--- src/rtl/rv64g_pkg.sv ---
// rv64g_pkg: shared types and constants for the RV64G front end.
//   XLEN             - integer register / address width.
//   DECODE_OUT_DEPTH - entries in the decode-stage output buffer (only 2 is supported).
//   op_class_e       - coarse instruction class produced by the decoder.
//   decoded_instr_t  - decoded command handed from decode to issue.
//   sext32()         - sign-extends a 32-bit immediate to XLEN.
package rv64g_pkg;

  localparam int unsigned XLEN             = 64;
  localparam int unsigned DECODE_OUT_DEPTH = 2;

  typedef enum logic [3:0] {
    OPC_NONE,
    OPC_LUI,
    OPC_AUIPC,
    OPC_JAL,
    OPC_JALR,
    OPC_BRANCH,
    OPC_LOAD,
    OPC_STORE,
    OPC_ALUI,
    OPC_ALU,
    OPC_FENCE,
    OPC_SYSTEM,
    OPC_AMO,
    OPC_FP_LOAD,
    OPC_FP_STORE,
    OPC_FP_OP
  } op_class_e;

  // Register fields are the raw instruction bit-fields; consumers qualify
  // them with op. imm is already sign-extended for the instruction format.
  typedef struct packed {
    logic [XLEN-1:0] pc;
    op_class_e       op;
    logic [2:0]      funct3;
    logic [4:0]      rd;
    logic [4:0]      rs1;
    logic [4:0]      rs2;
    logic [XLEN-1:0] imm;
    logic            word;     // *W variant (OP-32 / OP-IMM-32)
    logic            illegal;  // unrecognised major opcode
  } decoded_instr_t;

  function automatic logic [XLEN-1:0] sext32(input logic [31:0] v);
    return {{(XLEN-32){v[31]}}, v};
  endfunction

endpackage

--- src/rtl/rv64g_instr_decoder.sv ---
// rv64g_instr_decoder: purely combinational RV64G major-opcode decoder.
//   pc_i   - instruction address, copied into cmd_o.pc.
//   code_i - 32-bit instruction word.
//   cmd_o  - decoded command; unknown or compressed encodings give
//            illegal=1 with every field except pc cleared.
module rv64g_instr_decoder
  import rv64g_pkg::*;
(
  input  logic [XLEN-1:0] pc_i,
  input  logic [31:0]     code_i,
  output decoded_instr_t  cmd_o
);

  logic [6:0]  opcode;
  logic [31:0] imm_i, imm_s, imm_b, imm_u, imm_j;

  assign opcode = code_i[6:0];
  assign imm_i  = {{20{code_i[31]}}, code_i[31:20]};
  assign imm_s  = {{20{code_i[31]}}, code_i[31:25], code_i[11:7]};
  assign imm_b  = {{19{code_i[31]}}, code_i[31], code_i[7], code_i[30:25], code_i[11:8], 1'b0};
  assign imm_u  = {code_i[31:12], 12'b0};
  assign imm_j  = {{11{code_i[31]}}, code_i[31], code_i[19:12], code_i[20], code_i[30:21], 1'b0};

  always_comb begin
    cmd_o        = '0;
    cmd_o.pc     = pc_i;
    cmd_o.funct3 = code_i[14:12];
    cmd_o.rd     = code_i[11:7];
    cmd_o.rs1    = code_i[19:15];
    cmd_o.rs2    = code_i[24:20];
    case (opcode)
      7'b0110111: begin cmd_o.op = OPC_LUI;    cmd_o.imm = sext32(imm_u); end
      7'b0010111: begin cmd_o.op = OPC_AUIPC;  cmd_o.imm = sext32(imm_u); end
      7'b1101111: begin cmd_o.op = OPC_JAL;    cmd_o.imm = sext32(imm_j); end
      7'b1100111: begin cmd_o.op = OPC_JALR;   cmd_o.imm = sext32(imm_i); end
      7'b1100011: begin cmd_o.op = OPC_BRANCH; cmd_o.imm = sext32(imm_b); end
      7'b0000011: begin cmd_o.op = OPC_LOAD;   cmd_o.imm = sext32(imm_i); end
      7'b0100011: begin cmd_o.op = OPC_STORE;  cmd_o.imm = sext32(imm_s); end
      7'b0010011: begin cmd_o.op = OPC_ALUI;   cmd_o.imm = sext32(imm_i); end
      7'b0011011: begin cmd_o.op = OPC_ALUI;   cmd_o.imm = sext32(imm_i); cmd_o.word = 1'b1; end
      7'b0110011: cmd_o.op = OPC_ALU;
      7'b0111011: begin cmd_o.op = OPC_ALU;    cmd_o.word = 1'b1; end
      7'b0001111: begin cmd_o.op = OPC_FENCE;  cmd_o.imm = sext32(imm_i); end
      7'b1110011: begin cmd_o.op = OPC_SYSTEM; cmd_o.imm = sext32(imm_i); end
      7'b0101111: cmd_o.op = OPC_AMO;
      7'b0000111: begin cmd_o.op = OPC_FP_LOAD;  cmd_o.imm = sext32(imm_i); end
      7'b0100111: begin cmd_o.op = OPC_FP_STORE; cmd_o.imm = sext32(imm_s); end
      7'b1010011, 7'b1000011, 7'b1000111, 7'b1001011, 7'b1001111: cmd_o.op = OPC_FP_OP;
      default: begin
        cmd_o         = '0;
        cmd_o.pc      = pc_i;
        cmd_o.illegal = 1'b1;
      end
    endcase
  end

endmodule

--- src/rtl/rv64g_decode_ctrl.sv ---
// rv64g_decode_ctrl: decode-stage sequencer between fetch and issue.
//   clk_i, arst_ni      - clock (rising edge) and asynchronous active-low reset.
//   flush_i             - drop stage register and output buffer contents.
//   fetch_valid_i/_ready_o, pc_i, code_i - instruction input handshake.
//   cmd_o, cmd_valid_o, cmd_ready_i      - decoded command output handshake.
// Optional build macro RV64G_DECODE_CTRL_PERF_EN adds 64-bit counters
//   perf_decoded_o (commands consumed) and perf_stall_o (fetch stalled cycles).
//
// Handshakes: a transfer happens on a rising edge where valid & ready are
// both high. A source holds valid and its payload until that edge. Both ready
// outputs of this block and cmd_valid_o depend on registered state only.
module rv64g_decode_ctrl
  import rv64g_pkg::*;
(
  input  logic            clk_i,
  input  logic            arst_ni,
  input  logic            flush_i,
  input  logic            fetch_valid_i,
  output logic            fetch_ready_o,
  input  logic [XLEN-1:0] pc_i,
  input  logic [31:0]     code_i,
  output decoded_instr_t  cmd_o,
  output logic            cmd_valid_o,
  input  logic            cmd_ready_i
`ifdef RV64G_DECODE_CTRL_PERF_EN
  ,
  output logic [63:0]     perf_decoded_o,
  output logic [63:0]     perf_stall_o
`endif
);

  localparam int unsigned OUT_DEPTH = DECODE_OUT_DEPTH;
  localparam logic [1:0]  FULL_CNT  = 2'(OUT_DEPTH);

  logic            stage_valid_q, stage_valid_d;
  logic [XLEN-1:0] stage_pc_q, stage_pc_d;
  logic [31:0]     stage_code_q, stage_code_d;
  logic [1:0]      count_q, count_d;
  logic            wr_ptr_q, wr_ptr_d;
  logic            rd_ptr_q, rd_ptr_d;
  decoded_instr_t  buf_q [OUT_DEPTH];
  decoded_instr_t  buf_d [OUT_DEPTH];
  decoded_instr_t  dec_cmd;

  logic not_full, in_fire, out_fire, adv;

  rv64g_instr_decoder u_decoder (
    .pc_i   (stage_pc_q),
    .code_i (stage_code_q),
    .cmd_o  (dec_cmd)
  );

  assign not_full      = (count_q < FULL_CNT);
  assign fetch_ready_o = ~stage_valid_q | not_full;
  assign cmd_valid_o   = (count_q != 2'd0);
  assign cmd_o         = cmd_valid_o ? buf_q[rd_ptr_q] : '0;
  assign in_fire       = fetch_valid_i & fetch_ready_o;
  assign out_fire      = cmd_valid_o & cmd_ready_i;
  // Registered count only: a pop in this cycle frees a slot at the next edge.
  assign adv           = stage_valid_q & not_full;

  always_comb begin
    stage_valid_d = stage_valid_q;
    stage_pc_d    = stage_pc_q;
    stage_code_d  = stage_code_q;
    count_d       = count_q;
    wr_ptr_d      = wr_ptr_q;
    rd_ptr_d      = rd_ptr_q;
    buf_d         = buf_q;
    if (flush_i) begin
      // Flush wins: same-cycle accept, advance and pop are all discarded.
      stage_valid_d = 1'b0;
      count_d       = 2'd0;
      wr_ptr_d      = 1'b0;
      rd_ptr_d      = 1'b0;
    end else begin
      if (in_fire) begin
        stage_valid_d = 1'b1;
        stage_pc_d    = pc_i;
        stage_code_d  = code_i;
      end else if (adv) begin
        stage_valid_d = 1'b0;
      end
      if (adv) begin
        buf_d[wr_ptr_q] = dec_cmd;
        wr_ptr_d        = ~wr_ptr_q;
      end
      if (out_fire) begin
        rd_ptr_d = ~rd_ptr_q;
      end
      count_d = count_q + {1'b0, adv} - {1'b0, out_fire};
    end
  end

  always_ff @(posedge clk_i or negedge arst_ni) begin
    if (!arst_ni) begin
      stage_valid_q <= 1'b0;
      stage_pc_q    <= '0;
      stage_code_q  <= '0;
      count_q       <= 2'd0;
      wr_ptr_q      <= 1'b0;
      rd_ptr_q      <= 1'b0;
      for (int i = 0; i < OUT_DEPTH; i++) begin
        buf_q[i] <= '0;
      end
    end else begin
      stage_valid_q <= stage_valid_d;
      stage_pc_q    <= stage_pc_d;
      stage_code_q  <= stage_code_d;
      count_q       <= count_d;
      wr_ptr_q      <= wr_ptr_d;
      rd_ptr_q      <= rd_ptr_d;
      buf_q         <= buf_d;
    end
  end

`ifdef RV64G_DECODE_CTRL_PERF_EN
  // Counters survive flush and wrap naturally at 2^64.
  logic [63:0] perf_decoded_q, perf_decoded_d;
  logic [63:0] perf_stall_q, perf_stall_d;

  always_comb begin
    perf_decoded_d = perf_decoded_q + {63'd0, out_fire};
    perf_stall_d   = perf_stall_q + {63'd0, fetch_valid_i & ~fetch_ready_o};
  end

  always_ff @(posedge clk_i or negedge arst_ni) begin
    if (!arst_ni) begin
      perf_decoded_q <= '0;
      perf_stall_q   <= '0;
    end else begin
      perf_decoded_q <= perf_decoded_d;
      perf_stall_q   <= perf_stall_d;
    end
  end

  assign perf_decoded_o = perf_decoded_q;
  assign perf_stall_o   = perf_stall_q;
`endif

endmodule

--- config.mk ---
export PLATFORM = sky130hd
export DESIGN_NAME = rv64g_decode_ctrl
export DESIGN_NICKNAME = d
export VERILOG_FILES = /design/src/rtl/rv64g_pkg.sv /design/src/rtl/rv64g_instr_decoder.sv /design/src/rtl/rv64g_decode_ctrl.sv
export SDC_FILE = /design/constraint.sdc
export NUM_CORES = 1
export LEC_CHECK = 0
export ABC_AREA = 1
export BUFFER_PORTS_ARGS = -buffer_cell sky130_fd_sc_hd__buf_2
export CAP_MARGIN = 20
export CORE_MARGIN = 3
export CORE_UTILIZATION = 51
export CTS_CLUSTER_SIZE = 28
export DETAILED_ROUTE_END_ITERATION = 16
export HOLD_SLACK_MARGIN = 0.15
export PLACE_DENSITY = 0.76
export REMOVE_ABC_BUFFERS = 1
export SYNTH_ARGS = -nofsm -noshare
export SYNTH_HDL_FRONTEND = slang
export SYNTH_SLANG_ARGS = --single-unit
--- constraint.sdc ---
create_clock -name clk_i -period 2.8 [get_ports clk_i]
set_input_delay 0.42 -clock clk_i [delete_from_list [all_inputs] [get_ports clk_i]]
set_output_delay 0.42 -clock clk_i [all_outputs]
set_load 0.05 [all_outputs]
==> results of run 1 <==
[what timing repair did]
item                       4_1_cts  5_1_grt
hold buffers                    49        0
setup buffers                    0        1
resized for setup                0        1
hold endpoints to repair       107        0
setup endpoints to repair        0        4
[path summary, 6_finish.rpt]
kind | startpoint | depth (start not counted) | end | slack (ns)
max | rd_ptr_q | 5 | cmd_o[20] | 0.14
min | pc_i[10] | 3 | stage_pc_q[10] | 0.16
max reg2reg | stage_code_q[5] | 11 | buf_q[30] | 0.59
min reg2reg | buf_q[219] | 2 | buf_q[219] | 0.48
max in group asynchronous | arst_ni | 3 | buf_q[278] | 1.53
min in group asynchronous | arst_ni | 2 | stage_pc_q[23] | 0.45
[sequential cells by signal, indices dropped and copies added (netlist names)]
register,cells
buf_q,240
stage_pc_q,64
stage_code_q,32
count_q,2
rd_ptr_q,1
stage_valid_q,1
wr_ptr_q,1
[power by group through the flow]
stage	Combinational (mW)	Clock, mW	Sequential [mW]
after floorplan	4.62	0	7.43
after global placement	6.71	0	7.58
after detailed placement	6.87	0	7.65
after CTS	6.95	4.84	7.60
after global routing	7.64	5.04	7.78
final	6.96	4.74	7.59
[cell usage after synthesis (2+ instances only)]
cell / n
a21oi_1: 205
a31oi_1: 14
a31oi_2: 8
buf_1: 7
buf_2: 32
buf_4: 33
buf_6: 6
clkbuf_1: 73
dfrtp_1: 341
ha_1: 2
inv_1: 86
inv_2: 8
mux2_2: 24
nand2_1: 614
nand2_2: 7
nand3_1: 56
nand3_2: 2
nand4_1: 5
nor2_1: 113
nor2_2: 6
nor2_4: 2
o21ai_0: 124
o21ai_1: 26
o22ai_1: 2
[logic make-up (layout without fill, tap and decap cells)]
logic type,count (synthesis),in the layout
AND/OR/NAND/NOR,808,808
other,0,2
XOR/XNOR,2,2
adder cells (fa/ha/maj),2,2
multiplexers,24,24
AO/OA/AOI/OAI,379,379
flip-flops,341,341
buffers and inverters,245,489
[worst max-delay path, cell delays in order (launching register included)]
cell,delay (ns)
dfrtp_4,0.61
inv_4,0.19
buf_12,0.27
nand2_1,0.08
a21oi_1,0.24
buf_2,0.32
[area by class of cell]
| cell class | count | area share (%) |
|---|---|---|
| antenna | 2 | 0.0273 |
| clock buffer | 55 | 5.91 |
| clock inverter | 8 | 0.533 |
| inverter | 94 | 1.99 |
| multi-input combinational | 1215 | 30.1 |
| sequential | 341 | 46.6 |
| tap | 384 | 2.62 |
| timing repair buffer | 332 | 12.2 |
[per-layer routing]
layer,routed length [um],track usage (%),vias up
met1,17200,34.7,6224
met5,0,0,-
li1,-,-,6162
met4,947,7.21,0
met2,19500,42.0,476
met3,2680,3.60,84
==> impl_metrics.csv, run 1 <==
group,metric,value,unit
run_status,status,"finished, final reports clean",
power,ir_worst_vdd,0.588,mV
yosys,synth_area,15200,um^2
grt,antenna_found_initial,2,
final_layout,multi_input_area,5520,um^2
timing,tightest_slew,0.763,ns
floorplanning,die_y,178,um
placed_design,place_congestion,0.861,
yosys,synth-edff-count,0,
yosys,synth.area.top_cells,"dfrtp_1 (56%), nand2_1 (15%), a21oi_1 (6.8%)",
timing,rsz0062_at_grt,"no",
yosys,synth_cell_types,29,
final_layout,finalNetCount,2123,
floorplanning,initial_core_util,52.2,%
power,power_leakage,9.49,nW
yosys,synth_mux_area_share,1.78,%
power,power-per-cell-area,1050,nW/um^2
drt,dr.first_iter.drc_count,1166,
power,clkPwrFrac,24.6,%
power,intPower,11.4,mW
final_layout,mostFrequentLayoutCell,"nand2_1",
drt,drtPass1Iterations,7,
final_layout,area_growth,20.9,%
drt,drc_errors,0,
power,switching_power,7.92,mW
timing,relSlewSlack,49.2,%
power,total_power,19.3,mW
grt,grt_use_total,25.2,%
floorplanning,rows,62,
drt,wl_per_cell,16.6,um
floorplanning,ios,255,
yosys,syn_inst,1801,
critical_path,critPathCaptureType,"output port",
timing,fin_tns_setup,0,ns
cts,clock_path_buffers,3,
timing,hold_slack,0.164,ns
critical_path,required,2.38,ns
placed_design,port_buffers,254,
final_layout,stdcell_count,2431,
yosys,async_flop_share,100,%
timing,clock.fmax,0.375,GHz
yosys,synth-compound-area-share,13.0,%
timing,report.final.slew_viol_count,0,
yosys,avgSynthCellArea,8.41,um^2
cts,cts-buffers-inserted,36,
timing,setup_viol,0,
floorplanning,dieWidth,178,um
placed_design,post_dp_cell_area,16600,um^2
drt,ant_nets,0,
cts,cts_root_buf,"clkbuf_16",
grt,grt_pass1_vias,12689,
critical_path,cp.arrival,2.24,ns
drt,vias_per_cell,5.33,
final_layout,num-fill-cells,2459,
floorplanning,die_area,31800,um^2
power,pwr-share-seq,39.3,%
drt,vias,12946,
critical_path,crit_type,"reg -> out",
critical_path,crit_fanout,44,
job,cap_viol_max_count,0,
placed_design,dp.cells,2316,
power,swShare,41.1,%
cts,cts_tree,"done",
yosys,yosysTopAreaCellShare,56.3,%
yosys,synth_top_family_by_area,"simple AND/OR/NAND/NOR gates",
cts,clock_sinks,341,
final_layout,post-route-util,63.2,%
yosys,synth_seq_area_share,56.3,%
critical_path,cp-start-kind,"register",
yosys,synth-xor-area-share,0.116,%
timing,min_period_over_period,95.1,%
cts,clk_pin_slew,0.06,ns
grt,grt_max_degree,161,
yosys,synth_ff_type,"dfrtp_1",
yosys,synth_top_cell_by_area,"dfrtp_1",
yosys,synthAdderAreaFrac,0.165,%
final_layout,mostFrequentLayoutCells,"nand2_1 (614), dfrtp_1 (340), buf_2 (249)",
drt,wl,40.3,mm
grt,grt_first_pass_wirelength,64.8,mm
cts,worstSkewPairLatency,0.51,ns
power,pwr-share-comb,36.1,%
cts,cts_max_level,2,
final_layout,drive_gt1_share,19.7,%
placed_design,dp_hpwl,24.7,mm
yosys,yosys_warnings,0,
timing,min_period,2.66,ns
placed_design,pre_cts_ws,0.607,ns
timing,hold_viol,0,
final_layout,fin_area,18300,um^2
yosys,synth-simple-area-share,21.1,%
hold_path,worst_hold_path_type,"in -> reg",
floorplanning,core_area,29000,um^2
grt,grt_overflow,0,
yosys,synth_seq_cells,341,
timing,fin_ws,0.137,ns
final_layout,seq_area,8540,um^2
timing,finalClockSkew,0.0121,ns
(Power assumes the default switching activity.)
==> inputs of run 2 (changes only) <==
SETUP_SLACK_MARGIN = 0.4   (was not set)
==> run 2 against run 1 <==
  * Sequential power barely moved
  * Via count rose by 3.8%
  * Maximum frequency rose by 9.9%
  * Setup slack improved by 0.24 ns
  * Largest power group is now combinational cells
==> impl_metrics.csv, run 2 (synthesis gave the netlist of run 1 again) <==
group,metric,value,unit
critical_path,critPathSlowestCell,"dfrtp_4",
power,clkPwrFrac,23.4,%
critical_path,cp.arrival,2.00,ns
timing,tightest_slew,0.795,ns
power,ir_worst_vdd,0.694,mV
timing,fin_tns_setup,0,ns
drt,drc_errors,0,
cts,clock_sinks,341,
final_layout,largest_reg_flops,240,
power,pwr-share-comb,39.4,%
critical_path,cpPeakStageDelay,0.55,ns
power,intPower,12.1,mW
critical_path,cp-start-kind,"register",
grt,grt_use_total,26.5,%
grt,grt_max_degree,161,
critical_path,crit_type,"reg -> out",
run_status,status,"finished, final reports clean",
critical_path,required,2.38,ns
floorplanning,dieWidth,178,um
placed_design,place_congestion,0.861,
timing,hold_viol,0,
floorplanning,rows,62,
floorplanning,die_y,178,um
floorplanning,ios,255,
final_layout,seq_area,8540,um^2
drt,wl_per_cell,17.8,um
grt,grt_first_pass_wirelength,67.7,mm
drt,drtPass1Iterations,5,
final_layout,largestRegisters,"buf_q: 240 flops, stage_pc_q: 64 flops, stage_code_q: 32 flops",
final_layout,stdcell_count,2451,
final_layout,mostFrequentLayoutCell,"nand2_1",
timing,finalClockSkew,0.0114,ns
critical_path,critical-path-top-delay-family,"buffers and inverters",
drt,vias,13442,
power,power-per-cell-area,1060,nW/um^2
drt,ant_nets,0,
cts,clock_path_buffers,3,
floorplanning,core_area,29000,um^2
timing,min_period_over_period,86.5,%
drt,wl,43.6,mm
power,total_power,20.4,mW
cts,cts_tree,"done",
hold_path,whs_path_depth,3,
cts,cts_max_level,2,
hold_path,worst_hold_path_type,"in -> reg",
timing,min_period,2.42,ns
timing,rsz0062_at_grt,"yes",
critical_path,critPathCaptureType,"output port",
power,swShare,40.7,%
final_layout,mostFrequentLayoutCells,"nand2_1 (614), dfrtp_1 (339), a21oi_1 (177)",
timing,setup_viol,0,
placed_design,port_buffers,254,
critical_path,critPathBufInv,4,
final_layout,drive_gt1_share,21.7,%
floorplanning,initial_core_util,52.2,%
final_layout,area_growth,27.2,%
critical_path,path_cells,"buf_12 > inv_4 > buf_4 > nand2_1 > a21oi_1 > buf_2",
final_layout,multi_input_area,5620,um^2
grt,grt_pass1_vias,13233,
power,pwr-share-seq,37.2,%
final_layout,finalNetCount,2143,
timing,relSlewSlack,47.0,%
cts,worstSkewPairLatency,0.52,ns
drt,dr.first_iter.drc_count,1386,
critical_path,crit_fanout,5,
critical_path,crit_cells,6,
final_layout,largest-register,"buf_q",
timing,clock.fmax,0.413,GHz
critical_path,r2r_setup_slack,0.52,ns
drt,vias_per_cell,5.48,
final_layout,num-fill-cells,2328,
cts,cts-buffers-inserted,36,
placed_design,dp_hpwl,24.7,mm
timing,report.final.slew_viol_count,0,
power,power_leakage,9.70,nW
job,cap_viol_max_count,0,
floorplanning,die_area,31800,um^2
critical_path,ff2ff_path_depth,11,
cts,clk_pin_slew,0.06,ns
power,switching_power,8.31,mW
grt,antenna_found_initial,2,
grt,grt_overflow,0,
cts,cts_root_buf,"clkbuf_16",
placed_design,dp.cells,2316,
[run 2: cell count changes in the layout (fill, tap and decap cells not counted), moves of 2 or more]
cell	change
clkbuf_4	+7
buf_4	+104
buf_2	-136
a21oi_2	+26
a21oi_1	-27
clkbuf_16	+2
buf_6	+30
buf_16	+6
buf_12	+3
[run 2: what timing repair did]
action                                 CTS  global route
hold buffers                            49             1
gates resized for setup                143            96
buffers inserted                         7             6
setup endpoints to repair              151           144
endpoints found under the hold margin  107             1
pin swaps                                1             2
cloned                                   4             3
[run 2: final cells by class]
cell class,count,area share (%)
multi-input cells,1215,29.2
flip-flops and latches,341,44.3
inverters,94,1.95
clock buffers,55,5.62
repair inverters,1,0.0325
well taps,384,2.49
repair buffers,351,15.9
diodes,2,0.0260
clock inverters,8,0.506
[run 2: power by group through the flow]
stage | combinational (mW) | sequential [mW] | clock [mW]
floorplan | 4.62 | 7.43 | 0
finish | 8.05 | 7.59 | 4.78
CTS | 7.60 | 7.58 | 4.84
global route | 8.70 | 7.77 | 5.06
global placement | 6.71 | 7.58 | 0
detailed placement | 6.87 | 7.65 | 0
[run 2: worst paths after layout]
path                            startpoint               end
max                               rd_ptr_q         cmd_o[87]
min                                pc_i[6]     stage_pc_q[6]
max reg2reg                stage_code_q[5]         buf_q[23]
min reg2reg                      buf_q[28]         buf_q[28]
max in group asynchronous          arst_ni         buf_q[11]
min in group asynchronous          arst_ni  stage_code_q[15]
[run 2: layer usage]
| metal | track usage, % | share of wire, % | up-vias |
|---|---|---|---|
| met2 | 43.5 | 48 | 636 |
| met1 | 35.2 | 41 | 6447 |
| met3 | 4.38 | 7.4 | 148 |
| li1 | - | - | 6211 |
| met5 | 0 | 0 | - |
| met4 | 10.5 | 3.6 | 0 |
[run 2: per-stage QoR]
stage	util (%)	worst slack [ns]	hold slack, ns	cell area, um^2
finish	66.4	0.377	0.164	19300
global route	66.4	0.333	0.158	19300
CTS	65.1	0.339	0.150	18900
detailed placement	57.3	0.607	0.410	16600
global placement	57.3	0.633	0.407	16600
floorplan	-	-28.73	0.124	14400
[run 2: tightest hold or removal path, cell delays in order]
cell	delay (ns)
buf_2	0.08
nor2_1	0.04
a21oi_1	0.10
==> inputs of run 3 (changes only) <==
ABC_AREA = not set   (was 1)
==> run 3 against run 2 <==
  * Power down 5.7%
  * Synthesized cell count down 16%
  * Clock skew is 0.0074 ns higher
  * Largest power group is now sequential cells
  * Non-clock buffer count grew 31
  * Area after synthesis is 0.88% higher
  * Die area increased by 0.85%
==> impl_metrics.csv, run 3 <==
group,metric,value,unit
final_layout,seq_area,8540,um^2
timing,relSlewSlack,55.5,%
floorplanning,die_y,179,um
yosys,yosysTopAreaCellShare,55.8,%
grt,grt_first_pass_wirelength,64.3,mm
drt,wl_per_cell,18.2,um
timing,hold_viol,0,
critical_path,cp-start-kind,"register",
drt,wl,40.3,mm
final_layout,stdcell_count,2220,
cts,worstSkewPairLatency,0.52,ns
timing,min_period_over_period,85.3,%
timing,finalClockSkew,0.0188,ns
drt,dr.first_iter.drc_count,910,
power,power-per-cell-area,1000,nW/um^2
critical_path,r2r-start,"count_q[1]",
critical_path,required,2.38,ns
timing,setup_viol,0,
power,pwr-share-seq,39.3,%
floorplanning,rows,62,
yosys,yosys_warnings,0,
timing,min_period,2.39,ns
hold_path,worst_hold_path_type,"in -> reg",
power,power_leakage,9.41,nW
run_status,status,"finished, final reports clean",
hold_path,hp-start,"pc_i[47]",
power,swShare,38.8,%
power,intPower,11.8,mW
final_layout,largest-register,"buf_q",
power,total_power,19.2,mW
yosys,async_flop_share,100,%
yosys,synth-edff-count,0,
timing,rsz0062_at_grt,"yes",
final_layout,largestRegisters,"buf_q: 240 flops, stage_pc_q: 64 flops, stage_code_q: 32 flops",
critical_path,crit_fanout,29,
final_layout,largest_reg_flops,240,
critical_path,cp.arrival,1.97,ns
critical_path,critPathCaptureType,"output port",
timing,report.final.slew_viol_count,0,
grt,grt_max_degree,89,
floorplanning,ios,255,
power,ir_worst_vdd,0.732,mV
cts,cts_max_level,2,
placed_design,dp_hpwl,23.8,mm
floorplanning,die_area,32100,um^2
placed_design,port_buffers,254,
cts,clock_path_buffers,3,
yosys,synth_seq_area_share,55.8,%
yosys,syn_inst,1518,
power,pwr-share-comb,35.5,%
power,switching_power,7.48,mW
cts,cts_tree,"done",
drt,drc_errors,0,
placed_design,pre_cts_ws,0.492,ns
drt,vias,12021,
drt,ant_nets,0,
drt,vias_per_cell,5.41,
yosys,synthTopCellsByCount,"nand2_1 (441), dfrtp_1 (341), nor2_1 (170)",
final_layout,finalNetCount,1911,
cts,clk_pin_slew,0.06,ns
timing,tightest_slew,0.668,ns
drt,drtPass1Iterations,5,
final_layout,multi_input_area,6110,um^2
floorplanning,core_area,29100,um^2
cts,cts_root_buf,"clkbuf_16",
timing,fin_ws,0.411,ns
yosys,avgSynthCellArea,10.1,um^2
cts,cts-buffers-inserted,38,
grt,antenna_found_initial,2,
yosys,synth_area,15300,um^2
placed_design,dp.cells,2050,
yosys,synth_seq_cells,341,
yosys,synth_ff_type,"dfrtp_1",
final_layout,num-fill-cells,2265,
timing,hold_slack,0.160,ns
final_layout,mostFrequentLayoutCell,"nand2_1",
grt,grt_pass1_vias,12332,
floorplanning,dieWidth,179,um
yosys,synth.area.top_cells,"dfrtp_1 (56%), nand2_1 (11%), mux2i_1 (7.9%)",
yosys,synth_cell_types,45,
final_layout,area_growth,25.7,%
critical_path,crit_type,"reg -> out",
grt,grt_use_total,25.1,%
job,cap_viol_max_count,0,
yosys,synth_most_common_cell,"nand2_1",
critical_path,startpoint,"rd_ptr_q",
final_layout,drive_gt1_share,25.7,%
placed_design,place_congestion,0.825,
power,clkPwrFrac,25.2,%
floorplanning,initial_core_util,52.5,%
cts,clock_sinks,341,
yosys,synth_top_cell_by_area,"dfrtp_1",
final_layout,mostFrequentLayoutCells,"nand2_1 (440), dfrtp_1 (338), buf_2 (189)",
timing,clock.fmax,0.419,GHz
grt,grt_overflow,0,
## run 3: cell count changes in the layout (fill, tap and decap cells not counted), moves of 27 or more
cell / previous run / this run
a21oi_1: 177 / 27
a21oi_2: 27 / 0
a22o_1: 0 / 50
buf_2: 113 / 189
buf_4: 116 / 43
clkbuf_4: 8 / 36
dlygate4sd3_1: 50 / 92
inv_1: 85 / 4
mux2_2: 24 / 97
mux2i_1: 0 / 121
nand2_1: 614 / 440
nor2_1: 112 / 164
o21ai_0: 124 / 19
## run 3: cell type report
| type | instances | area share (%) |
|---|---|---|
| Timing Repair Buffer | 382 | 14.8 |
| Antenna cell | 2 | 0.0260 |
| Inverter | 4 | 0.0781 |
| Sequential cell | 341 | 44.4 |
| Clock buffer | 57 | 5.90 |
| Multi-Input combinational cell | 1041 | 31.8 |
| Clock inverter | 9 | 0.404 |
| Tap cell | 384 | 2.50 |
## run 3: per-layer routing
layer  part of all wire [%]  vias to the layer above  wire length (um)  global-route usage, %
met3                    6.5                       88              2640                   4.51
li1                       -                     5582                 -                      -
met1                     42                     5921             16900                   33.4
met2                     49                      430             19700                   42.0
met5                      0                        -                 0                      0
met4                    3.0                        0              1190                   8.09
## run 3: worst paths after layout
kind | slack [ns] | end | depth (start not counted)
setup / recovery | 0.41 | cmd_o[31] | 4
hold / removal | 0.16 | stage_pc_q[47] | 2
setup reg to reg | 0.56 | buf_q[20] | 5
hold reg to reg | 0.47 | buf_q[297] | 2
max in group asynchronous | 1.54 | stage_code_q[24] | 3
min in group asynchronous | 0.42 | stage_pc_q[10] | 2
## run 3: worst max-delay path, stage by stage, from the launching register on
cell and delay (ns):
dfrtp_4 0.59, buf_16 0.24, mux2i_1 0.16, nor2_1 0.17, clkbuf_4 0.27
## run 3: cell families after synthesis
group,count (synthesis),share of synthesized area (%)
AOI/OAI and AO/OA,122,5.90
xor gates and xnor gates,4,0.229
adders and majority gates,2,0.164
buffers and inverters,136,4.50
DFF,341,55.8
muxes,218,15.1
and+or+nand+nor,695,18.3
## run 3: metrics by stage
stage	utilization, %	cell area, um^2	TNS, ns
2_1_floorplan	-	14600	-1438.45
3_3_place_gp	57.5	16700	0
3_5_place_dp	57.5	16700	0
4_1_cts	65.2	19000	0
5_1_grt	66.1	19200	0
6_report	66.1	19200	0
## run 3: what timing repair did
item / CTS / global route
endpoints found under the hold margin: 145 / 1
setup endpoints to repair: 144 / 182
pin swaps: 1 / 2
hold buffers: 91 / 1
resized for setup: 6 / 104
gates cloned: 1 / 1
setup buffers: 5 / 3
## run 3: power by group through the flow
| stage | Sequential, mW | Combinational [mW] | Clock [mW] |
|---|---|---|---|
| 3_3_place_gp | 7.58 | 6.19 | 0 |
| 6_report | 7.57 | 6.83 | 4.85 |
| 2_1_floorplan | 7.41 | 4.55 | 0 |
| 3_5_place_dp | 7.67 | 6.33 | 0 |
| 5_1_grt | 7.77 | 7.40 | 5.11 |
| 4_1_cts | 7.55 | 6.70 | 4.93 |
